==> config.mk <==
export PLATFORM = sky130hd
export DESIGN_NAME = fb_write_bridge_flat
export DESIGN_NICKNAME = d
export VERILOG_FILES = /design/src/rtl/fb_write_bridge_pkg.sv /design/src/rtl/fb_write_bridge_if.sv /design/src/rtl/fb_write_bridge_fifo.sv /design/src/rtl/fb_write_bridge.sv /design/src/flat_wrapper.sv
export SDC_FILE = /design/constraint.sdc
export NUM_CORES = 1
export LEC_CHECK = 0
export ABC_CLOCK_PERIOD_IN_PS = 6900
export BUFFER_PORTS_ARGS = -buffer_cell sky130_fd_sc_hd__buf_2
export CORE_MARGIN = 2
export CORE_UTILIZATION = 40
export CTS_CLUSTER_SIZE = 16
export DETAILED_ROUTE_END_ITERATION = 10
export HOLD_SLACK_MARGIN = 0.08
export PLACE_DENSITY = 0.56
export REMOVE_ABC_BUFFERS = 1
export SLEW_MARGIN = 10
export SYNTH_ARGS = -nofsm -noshare
export SYNTH_HDL_FRONTEND = slang
export SYNTH_SLANG_ARGS = --single-unit
==> constraint.sdc <==
create_clock -name clk -period 6.9 [get_ports clk]
set_input_delay 0.69 -clock clk [delete_from_list [all_inputs] [get_ports clk]]
set_output_delay 0.69 -clock clk [all_outputs]
set_load 0.05 [all_outputs]
==> src/rtl/fb_write_bridge_pkg.sv <==
// rtl/fb_write_bridge_pkg.sv - framebuffer write bridge constants, FSM states and entry type
package fb_write_bridge_pkg;

  localparam logic [31:0] FB_BASE_DEF    = 32'h0000_1000;
  localparam int unsigned PIXELS_DEF     = 307200;
  localparam logic [31:0] CLR_ADDR_DEF   = 32'h0000_0FFF;
  localparam int          FIFO_DEPTH_DEF = 16;

  localparam int ADDR_W  = 19;
  localparam int PIX_W   = 24;
  localparam int ENTRY_W = ADDR_W + PIX_W;

  typedef enum logic [1:0] {
    ST_IDLE  = 2'd0,
    ST_DRAIN = 2'd1,
    ST_FILL  = 2'd2
  } state_t;

  typedef struct packed {
    logic [ADDR_W-1:0] idx;
    logic [PIX_W-1:0]  colour;
  } pix_entry_t;

  // Subtract first so windows near the top of the address space cannot wrap.
  function automatic logic in_window(input logic [31:0] addr,
                                     input logic [31:0] base,
                                     input int unsigned pixels);
    return (addr >= base) && ((addr - base) < pixels);
  endfunction

endpackage

==> src/rtl/fb_write_bridge_if.sv <==
// rtl/fb_write_bridge_if.sv - processor store port and pixel RAM write port bundle
interface fb_write_bridge_if;
  import fb_write_bridge_pkg::*;

  logic              wr_en;
  logic [31:0]       wr_addr;
  logic [31:0]       wr_data;
  logic              stall;
  logic              pix_we;
  logic [ADDR_W-1:0] pix_addr;
  logic [PIX_W-1:0]  pix_data;
  logic              pix_ready;
  logic              busy;
  logic [15:0]       drop_cnt;

  modport master (
    input  wr_en, wr_addr, wr_data, pix_ready,
    output stall, pix_we, pix_addr, pix_data, busy, drop_cnt
  );

  modport slave (
    output wr_en, wr_addr, wr_data, pix_ready,
    input  stall, pix_we, pix_addr, pix_data, busy, drop_cnt
  );

endinterface

==> src/rtl/fb_write_bridge_fifo.sv <==
// rtl/fb_write_bridge_fifo.sv - synchronous write-queue FIFO with registered occupancy count
module fb_write_bridge_fifo
  import fb_write_bridge_pkg::*;
#(
  parameter int WIDTH = ENTRY_W,
  parameter int DEPTH = FIFO_DEPTH_DEF
) (
  input  logic                     clk,
  input  logic                     rst_n,
  input  logic                     push,
  input  logic                     pop,
  input  logic [WIDTH-1:0]         push_data,
  output logic                     full,
  output logic                     empty,
  output logic [WIDTH-1:0]         head,
  output logic [$clog2(DEPTH):0]   count
);

  localparam int PTR_W = $clog2(DEPTH);

  logic [WIDTH-1:0] mem [DEPTH];
  logic [PTR_W-1:0] wr_ptr;
  logic [PTR_W-1:0] rd_ptr;
  logic             push_ok;
  logic             pop_ok;

  assign push_ok = push && !full;
  assign pop_ok  = pop && !empty;

  always_ff @(posedge clk or negedge rst_n) begin
    if (!rst_n) begin
      wr_ptr <= '0;
      rd_ptr <= '0;
      count  <= '0;
    end else begin
      if (push_ok) wr_ptr <= wr_ptr + PTR_W'(1);
      if (pop_ok)  rd_ptr <= rd_ptr + PTR_W'(1);
      case ({push_ok, pop_ok})
        2'b10:   count <= count + (PTR_W+1)'(1);
        2'b01:   count <= count - (PTR_W+1)'(1);
        default: count <= count;
      endcase
    end
  end

  // Storage needs no reset: head is only consumed while the queue is non-empty.
  always_ff @(posedge clk) begin
    if (push_ok) mem[wr_ptr] <= push_data;
  end

  assign full  = (count == (PTR_W+1)'(DEPTH));
  assign empty = (count == '0);
  assign head  = mem[rd_ptr];

endmodule

==> src/rtl/fb_write_bridge.sv <==
// rtl/fb_write_bridge.sv - decodes processor stores into a pixel write queue and runs clear-screen fills
module fb_write_bridge
  import fb_write_bridge_pkg::*;
#(
  parameter logic [31:0] FB_BASE    = FB_BASE_DEF,
  parameter int unsigned PIXELS     = PIXELS_DEF,
  parameter logic [31:0] CLR_ADDR   = CLR_ADDR_DEF,
  parameter int          FIFO_DEPTH = FIFO_DEPTH_DEF
) (
  input  logic               clk,
  input  logic               rst_n,
  fb_write_bridge_if.master  bus
);

  localparam int                CNT_W    = $clog2(FIFO_DEPTH) + 1;
  localparam logic [ADDR_W-1:0] LAST_IDX = ADDR_W'(PIXELS - 1);

  state_t            state;
  state_t            state_nxt;
  logic              clear_pend;
  logic [PIX_W-1:0]  pend_colour;
  logic [PIX_W-1:0]  fill_colour;
  logic [ADDR_W-1:0] fill_idx;
  logic [CNT_W-1:0]  pre_cnt;
  logic [15:0]       drop_cnt;

  logic              fifo_full;
  logic              fifo_empty;
  logic [CNT_W-1:0]  fifo_count;
  pix_entry_t        fifo_head;
  pix_entry_t        push_entry;

  logic win_hit;
  logic clr_hit;
  logic push;
  logic drop;
  logic pop;
  logic xfer;
  logic drain_ok;
  logic last_beat;
  logic load;
  logic unused_wr_data;

  assign win_hit = bus.wr_en && in_window(bus.wr_addr, FB_BASE, PIXELS);
  assign clr_hit = bus.wr_en && (bus.wr_addr == CLR_ADDR);
  assign push    = win_hit && !fifo_full;
  assign drop    = win_hit && fifo_full;

  assign push_entry.idx    = ADDR_W'(bus.wr_addr - FB_BASE);
  assign push_entry.colour = bus.wr_data[PIX_W-1:0];
  assign unused_wr_data    = &{1'b0, bus.wr_data[31:PIX_W]};

  fb_write_bridge_fifo #(
    .WIDTH (ENTRY_W),
    .DEPTH (FIFO_DEPTH)
  ) u_fifo (
    .clk       (clk),
    .rst_n     (rst_n),
    .push      (push),
    .pop       (pop),
    .push_data (push_entry),
    .full      (fifo_full),
    .empty     (fifo_empty),
    .head      (fifo_head),
    .count     (fifo_count)
  );

  // pre_cnt counts queued entries that were accepted before the pending clear;
  // once it reaches zero the remaining entries must wait until the fill finishes.
  assign drain_ok  = !fifo_empty && !(clear_pend && (pre_cnt == '0));
  assign last_beat = ((fifo_count == CNT_W'(1)) && !push) ||
                     (clear_pend && (pre_cnt == CNT_W'(1)));

  always_comb begin
    bus.pix_we   = 1'b0;
    bus.pix_addr = '0;
    bus.pix_data = '0;
    if (state == ST_FILL) begin
      bus.pix_we   = 1'b1;
      bus.pix_addr = fill_idx;
      bus.pix_data = fill_colour;
    end else if (drain_ok) begin
      bus.pix_we   = 1'b1;
      bus.pix_addr = fifo_head.idx;
      bus.pix_data = fifo_head.colour;
    end
  end

  assign xfer = bus.pix_we && bus.pix_ready;
  assign pop  = xfer && (state != ST_FILL);

  always_comb begin
    state_nxt = state;
    case (state)
      ST_IDLE, ST_DRAIN: begin
        if (drain_ok)
          state_nxt = (xfer && last_beat) ? ST_IDLE : ST_DRAIN;
        else if ((state == ST_IDLE) && clear_pend)
          state_nxt = ST_FILL;
        else
          state_nxt = ST_IDLE;
      end
      ST_FILL: begin
        if (xfer && !clear_pend && !clr_hit && (fill_idx == LAST_IDX))
          state_nxt = ST_IDLE;
      end
      default: state_nxt = ST_IDLE;
    endcase
  end

  // A new clear during a fill restarts it only on a transfer, so a stalled beat never changes.
  assign load = ((state == ST_IDLE) && (state_nxt == ST_FILL)) ||
                ((state == ST_FILL) && xfer && (clear_pend || clr_hit));

  always_ff @(posedge clk or negedge rst_n) begin
    if (!rst_n) begin
      state       <= ST_IDLE;
      clear_pend  <= 1'b0;
      pend_colour <= '0;
      fill_colour <= '0;
      fill_idx    <= '0;
      pre_cnt     <= '0;
      drop_cnt    <= '0;
    end else begin
      state <= state_nxt;

      if (load) begin
        fill_idx    <= '0;
        fill_colour <= clr_hit ? bus.wr_data[PIX_W-1:0] : pend_colour;
        clear_pend  <= 1'b0;
      end else begin
        if ((state == ST_FILL) && xfer) fill_idx <= fill_idx + ADDR_W'(1);
        if (clr_hit) begin
          clear_pend  <= 1'b1;
          pend_colour <= bus.wr_data[PIX_W-1:0];
        end
      end

      if (clr_hit && !clear_pend)
        pre_cnt <= fifo_count - CNT_W'(pop);
      else if (clear_pend && pop && (pre_cnt != '0))
        pre_cnt <= pre_cnt - CNT_W'(1);

      if (drop && (drop_cnt != 16'hFFFF)) drop_cnt <= drop_cnt + 16'd1;
    end
  end

  assign bus.stall    = fifo_full;
  assign bus.busy     = (state != ST_IDLE) || !fifo_empty || clear_pend;
  assign bus.drop_cnt = drop_cnt;

endmodule
==> src/flat_wrapper.sv <==
// flat-port wrapper written by rule: the top's interface ports become plain ports
module fb_write_bridge_flat import fb_write_bridge_pkg::*;
#(
  parameter logic [31:0] FB_BASE    = FB_BASE_DEF,
  parameter int unsigned PIXELS     = PIXELS_DEF,
  parameter logic [31:0] CLR_ADDR   = CLR_ADDR_DEF,
  parameter int          FIFO_DEPTH = FIFO_DEPTH_DEF
)
  (clk, rst_n, bus_wr_en, bus_wr_addr, bus_wr_data, bus_pix_ready, bus_stall, bus_pix_we, bus_pix_addr, bus_pix_data, bus_busy, bus_drop_cnt);
  fb_write_bridge_if bus_i ();
  input  logic clk;
  input  logic rst_n;
  input wire logic [$bits(bus_i.wr_en)-1:0] bus_wr_en;
  input wire logic [$bits(bus_i.wr_addr)-1:0] bus_wr_addr;
  input wire logic [$bits(bus_i.wr_data)-1:0] bus_wr_data;
  input wire logic [$bits(bus_i.pix_ready)-1:0] bus_pix_ready;
  output wire logic [$bits(bus_i.stall)-1:0] bus_stall;
  output wire logic [$bits(bus_i.pix_we)-1:0] bus_pix_we;
  output wire logic [$bits(bus_i.pix_addr)-1:0] bus_pix_addr;
  output wire logic [$bits(bus_i.pix_data)-1:0] bus_pix_data;
  output wire logic [$bits(bus_i.busy)-1:0] bus_busy;
  output wire logic [$bits(bus_i.drop_cnt)-1:0] bus_drop_cnt;
  assign bus_i.wr_en = bus_wr_en;
  assign bus_i.wr_addr = bus_wr_addr;
  assign bus_i.wr_data = bus_wr_data;
  assign bus_i.pix_ready = bus_pix_ready;
  assign bus_stall = bus_i.stall;
  assign bus_pix_we = bus_i.pix_we;
  assign bus_pix_addr = bus_i.pix_addr;
  assign bus_pix_data = bus_i.pix_data;
  assign bus_busy = bus_i.busy;
  assign bus_drop_cnt = bus_i.drop_cnt;
  fb_write_bridge #(.FB_BASE(FB_BASE), .PIXELS(PIXELS), .CLR_ADDR(CLR_ADDR), .FIFO_DEPTH(FIFO_DEPTH)) u_core (.clk(clk), .rst_n(rst_n), .bus(bus_i));
endmodule
==> results.py <==
metrics = {
    "cts": {
        "clk_pin_slew_ns": 0.06,
        "h-tree-depth": 3,
        "clock-root-buffer": "clkbuf_16",
        "clock-sinks": 792,
        "clk_path_buf_depth": 3,
        "cts_resized": 0,
        "cts_tree": "built",
        "hold_buffers": 0,
        "post_cts_buffers": 0,
        "cts_buffers": 84,
        "worstSkewPairLatency_ns": 0.64,
    },
    "global_route": {
        "grt_pass1_wl_mm": 110,
        "gr-total-overflow": 0,
        "antenna_found_initial": 0,
        "grt_util_all_layers": 0.182,
        "grt_max_degree": 76,
        "grt_pass1_vias": 16871,
    },
    "pwr": {
        "peakVddDrop_mv": 0.351,
        "intPower_uw": 9550,
        "seqPwrFrac": 0.392,
        "p_switching_uw": 4440,
        "power_frac_comb": 0.285,
        "switching_share": 0.317,
        "clockPowerShare": 0.323,
        "leakagePower_uw": 0.0127,
        "power_density_nw_per_um2": 379,
    },
    "worst_setup_path": {
        "crit_type": "flip-flop to output port",
        "cp.arrival_ns": 4.01,
        "reg2reg_from": "u_core.u_fifo.count[0]",
        "r2r-end": "u_core.fill_colour[12]",
        "path_max_fanout": 32,
        "rrSetupSlack_ns": 3.15,
        "rr_worst_depth": 10,
        "worstSetupEndpointType": "output port",
        "cp.required_ns": 6.21,
        "start_kind": "flip-flop",
    },
    "logic_synthesis": {
        "synth_area_leaders": "edfxtp_1, mux4_2, dfrtp_1, mux2i_1, mux2_2",
        "synth_fa_ha_area_frac": 0.00623,
        "ys.flop_type": "edfxtp_1",
        "yosysMostFrequentCell": "edfxtp_1",
        "synth_area_um2": 32100,
        "synth_area_per_cell_um2": 19.4,
        "synth_mux_area_frac": 0.170,
        "synthTopCellsByCount": "edfxtp_1, mux4_2, dfrtp_1",
        "synthArstFlopShare": 0.131,
        "synth-simple-area-share": 0.0441,
        "ys_seq_area_frac": 0.724,
        "ys_warn_count": 0,
        "synth_top_cell_by_area": "edfxtp_1",
        "synth_edf_count": 688,
        "ys_types": 61,
        "ys_seq_elements": 792,
        "synthCells": 1655,
        "synthXorXnorAreaFrac": 0.0136,
        "synth_top_area_share": 0.643,
        "synth-compound-area-share": 0.0220,
        "synth_top_family_by_area": "multiplexers",
    },
    "floorplan": {
        "placementRows": 103,
        "die_w_um": 287,
        "die_y_um": 287,
        "start_util": 0.405,
        "num_io_pins": 130,
        "core-area_um2": 79300,
        "dieArea_um2": 82600,
    },
    "flow_run": {
        "drv_cap": 0,
    },
    "layout": {
        "n_fill_cell": 6688,
        "fin_util": 0.465,
        "syn2layout_area_growth_pct": 14.9,
        "post_route_cells_drive_above_1_share": 0.313,
        "nets": 1910,
    },
    "outcome": {
        "status": "finished clean",
    },
    "sta": {
        "fin_crit_ns": 4.70,
        "slew_headroom": 0.185,
        "fin_crit_sh": 0.681,
        "hold_violations": 0,
        "fin_setup_tns_ns": 0,
        "skew_ns": 0.0329,
        "tightest_slew_ns": 1.22,
        "grt_setup_unrepaired": "false",
        "max_freq_mhz": 213,
        "drv_slew": 0,
        "setup_violations": 0,
    },
    "min_path": {
        "worstHoldPathType": "input port to async pin",
    },
    "placed_design": {
        "port_buffers": 121,
        "hpwlAfterDp_mm": 44.0,
        "gp_congestion": 0.776,
    },
    "drt": {
        "ant_nets": 0,
        "dr.pass1.iters": 6,
        "vias": 16084,
        "via_per_inst": 5.46,
        "drc": 0,
        "wl_per_cell_um": 25.1,
        "postRouteWirelength_mm": 73.9,
        "drt-initial-drc-count": 1227,
    },
}
-- area by class of cell --
cell class / count / area, um2 / area share
well taps: 1050 / 1310 / 0.0356
clock inverters: 32 / 402 / 0.0109
inverters: 59 / 221 / 0.00600
diodes: 1 / 2.50 / 0.0000678
multi-input cells: 719 / 8280 / 0.224
flip-flops and latches: 792 / 23300 / 0.631
repair buffers: 170 / 1000 / 0.0271
clock buffers: 124 / 2400 / 0.0651
-- cell families (layout without fill, tap and decap cells) --
kind of cell	count (synthesis)	after routing
DFF	792	792
muxes	274	274
and+or+nand+nor	271	271
buffers and inverters	144	385
AOI/OAI and AO/OA	108	108
xor gates and xnor gates	50	50
adders and majority gates	16	16
other	0	1
-- cells in the final DEF (no fill, tap or decap), types with 22 or more instances in the layout --
cell type / synthesis / routed
a21oi_2: 22 / 22
buf_2: 17 / 120
buf_4: 4 / 48
clkbuf_1: 43 / 26
clkbuf_16: 0 / 85
dfrtp_1: 104 / 100
edfxtp_1: 688 / 688
inv_1: 59 / 59
mux2_2: 27 / 27
mux2i_1: 32 / 32
mux4_2: 215 / 215
nand2_1: 73 / 73
nand3_1: 22 / 22
nor2_1: 65 / 65
o21ai_0: 47 / 47
xnor2_1: 26 / 25
xor2_1: 24 / 24
-- critical path, cell delays in order (launching register included) --
cell     delay, ns
dfrtp_4       0.84
buf_4         0.59
mux4_2        0.60
mux4_2        0.48
inv_1         0.08
o21ai_0       0.35
buf_2         0.39
-- state kept, by name (all words and copies together), names as in the netlist --
register / cells
u_core.fill_colour: 24
u_core.state: 2
u_core.pre_cnt: 5
u_core.bus.drop_cnt: 16
u_core.u_fifo.rd_ptr: 4
u_core.clear_pend: 1
u_core.u_fifo.count: 5
u_core.u_fifo.mem: 688
u_core.u_fifo.wr_ptr: 4
u_core.pend_colour: 24
u_core.fill_idx: 19
-- layer usage --
metal / vias up / GRT usage / wire, um
li1: 7001 / - / -
met1: 8644 / 0.252 / 32500
met2: 345 / 0.305 / 37300
met3: 94 / 0.0250 / 2720
met4: 0 / 0.0456 / 1470
met5: - / 0 / 0
-- power by group through the flow --
stage | combinational, uW | sequential [uW] | clock [uW]
finish | 3990 | 5480 | 4520
global route | 4250 | 5510 | 4800
CTS | 4080 | 5490 | 4620
detailed placement | 4060 | 5590 | 0
global placement | 4050 | 5590 | 0
floorplan | 3180 | 5820 | 0
-- stage by stage --
step / std cells / total power (uW) / setup WS, ns / instance area [um2] / hold slack [ns]
final: 2947 / 14000 / 2.20 / 36900 / 0.110
after global routing: 2946 / 14600 / 1.93 / 36900 / 0.147
after CTS: 2946 / 14200 / 2.15 / 36900 / 0.121
after detailed placement: 2790 / 9650 / 1.91 / 34100 / 0.482
after global placement: 2790 / 9640 / 1.97 / 34100 / 0.473
after floorplan: 1570 / 8990 / -2.43 / 31700 / 0.394
-- how the worst max path moves through the flow --
stage / start / endpoint / slack (ns) / depth (start not counted)
detailed placement: bus_wr_addr[12] / u_core.u_fifo.mem[9][38] / 1.91 / 11
finish: u_core.u_fifo.rd_ptr[0] / bus_pix_addr[4] / 2.20 / 6
global route: u_core.u_fifo.count[0] / bus_pix_addr[14] / 1.93 / 8
floorplan: u_core.u_fifo.rd_ptr[0] / bus_pix_data[22] / -2.43 / 4
global placement: bus_wr_addr[12] / u_core.u_fifo.mem[9][29] / 1.97 / 11
CTS: u_core.u_fifo.count[0] / bus_pix_addr[14] / 2.15 / 8
Note: power is estimated with default switching activity, not from simulation.
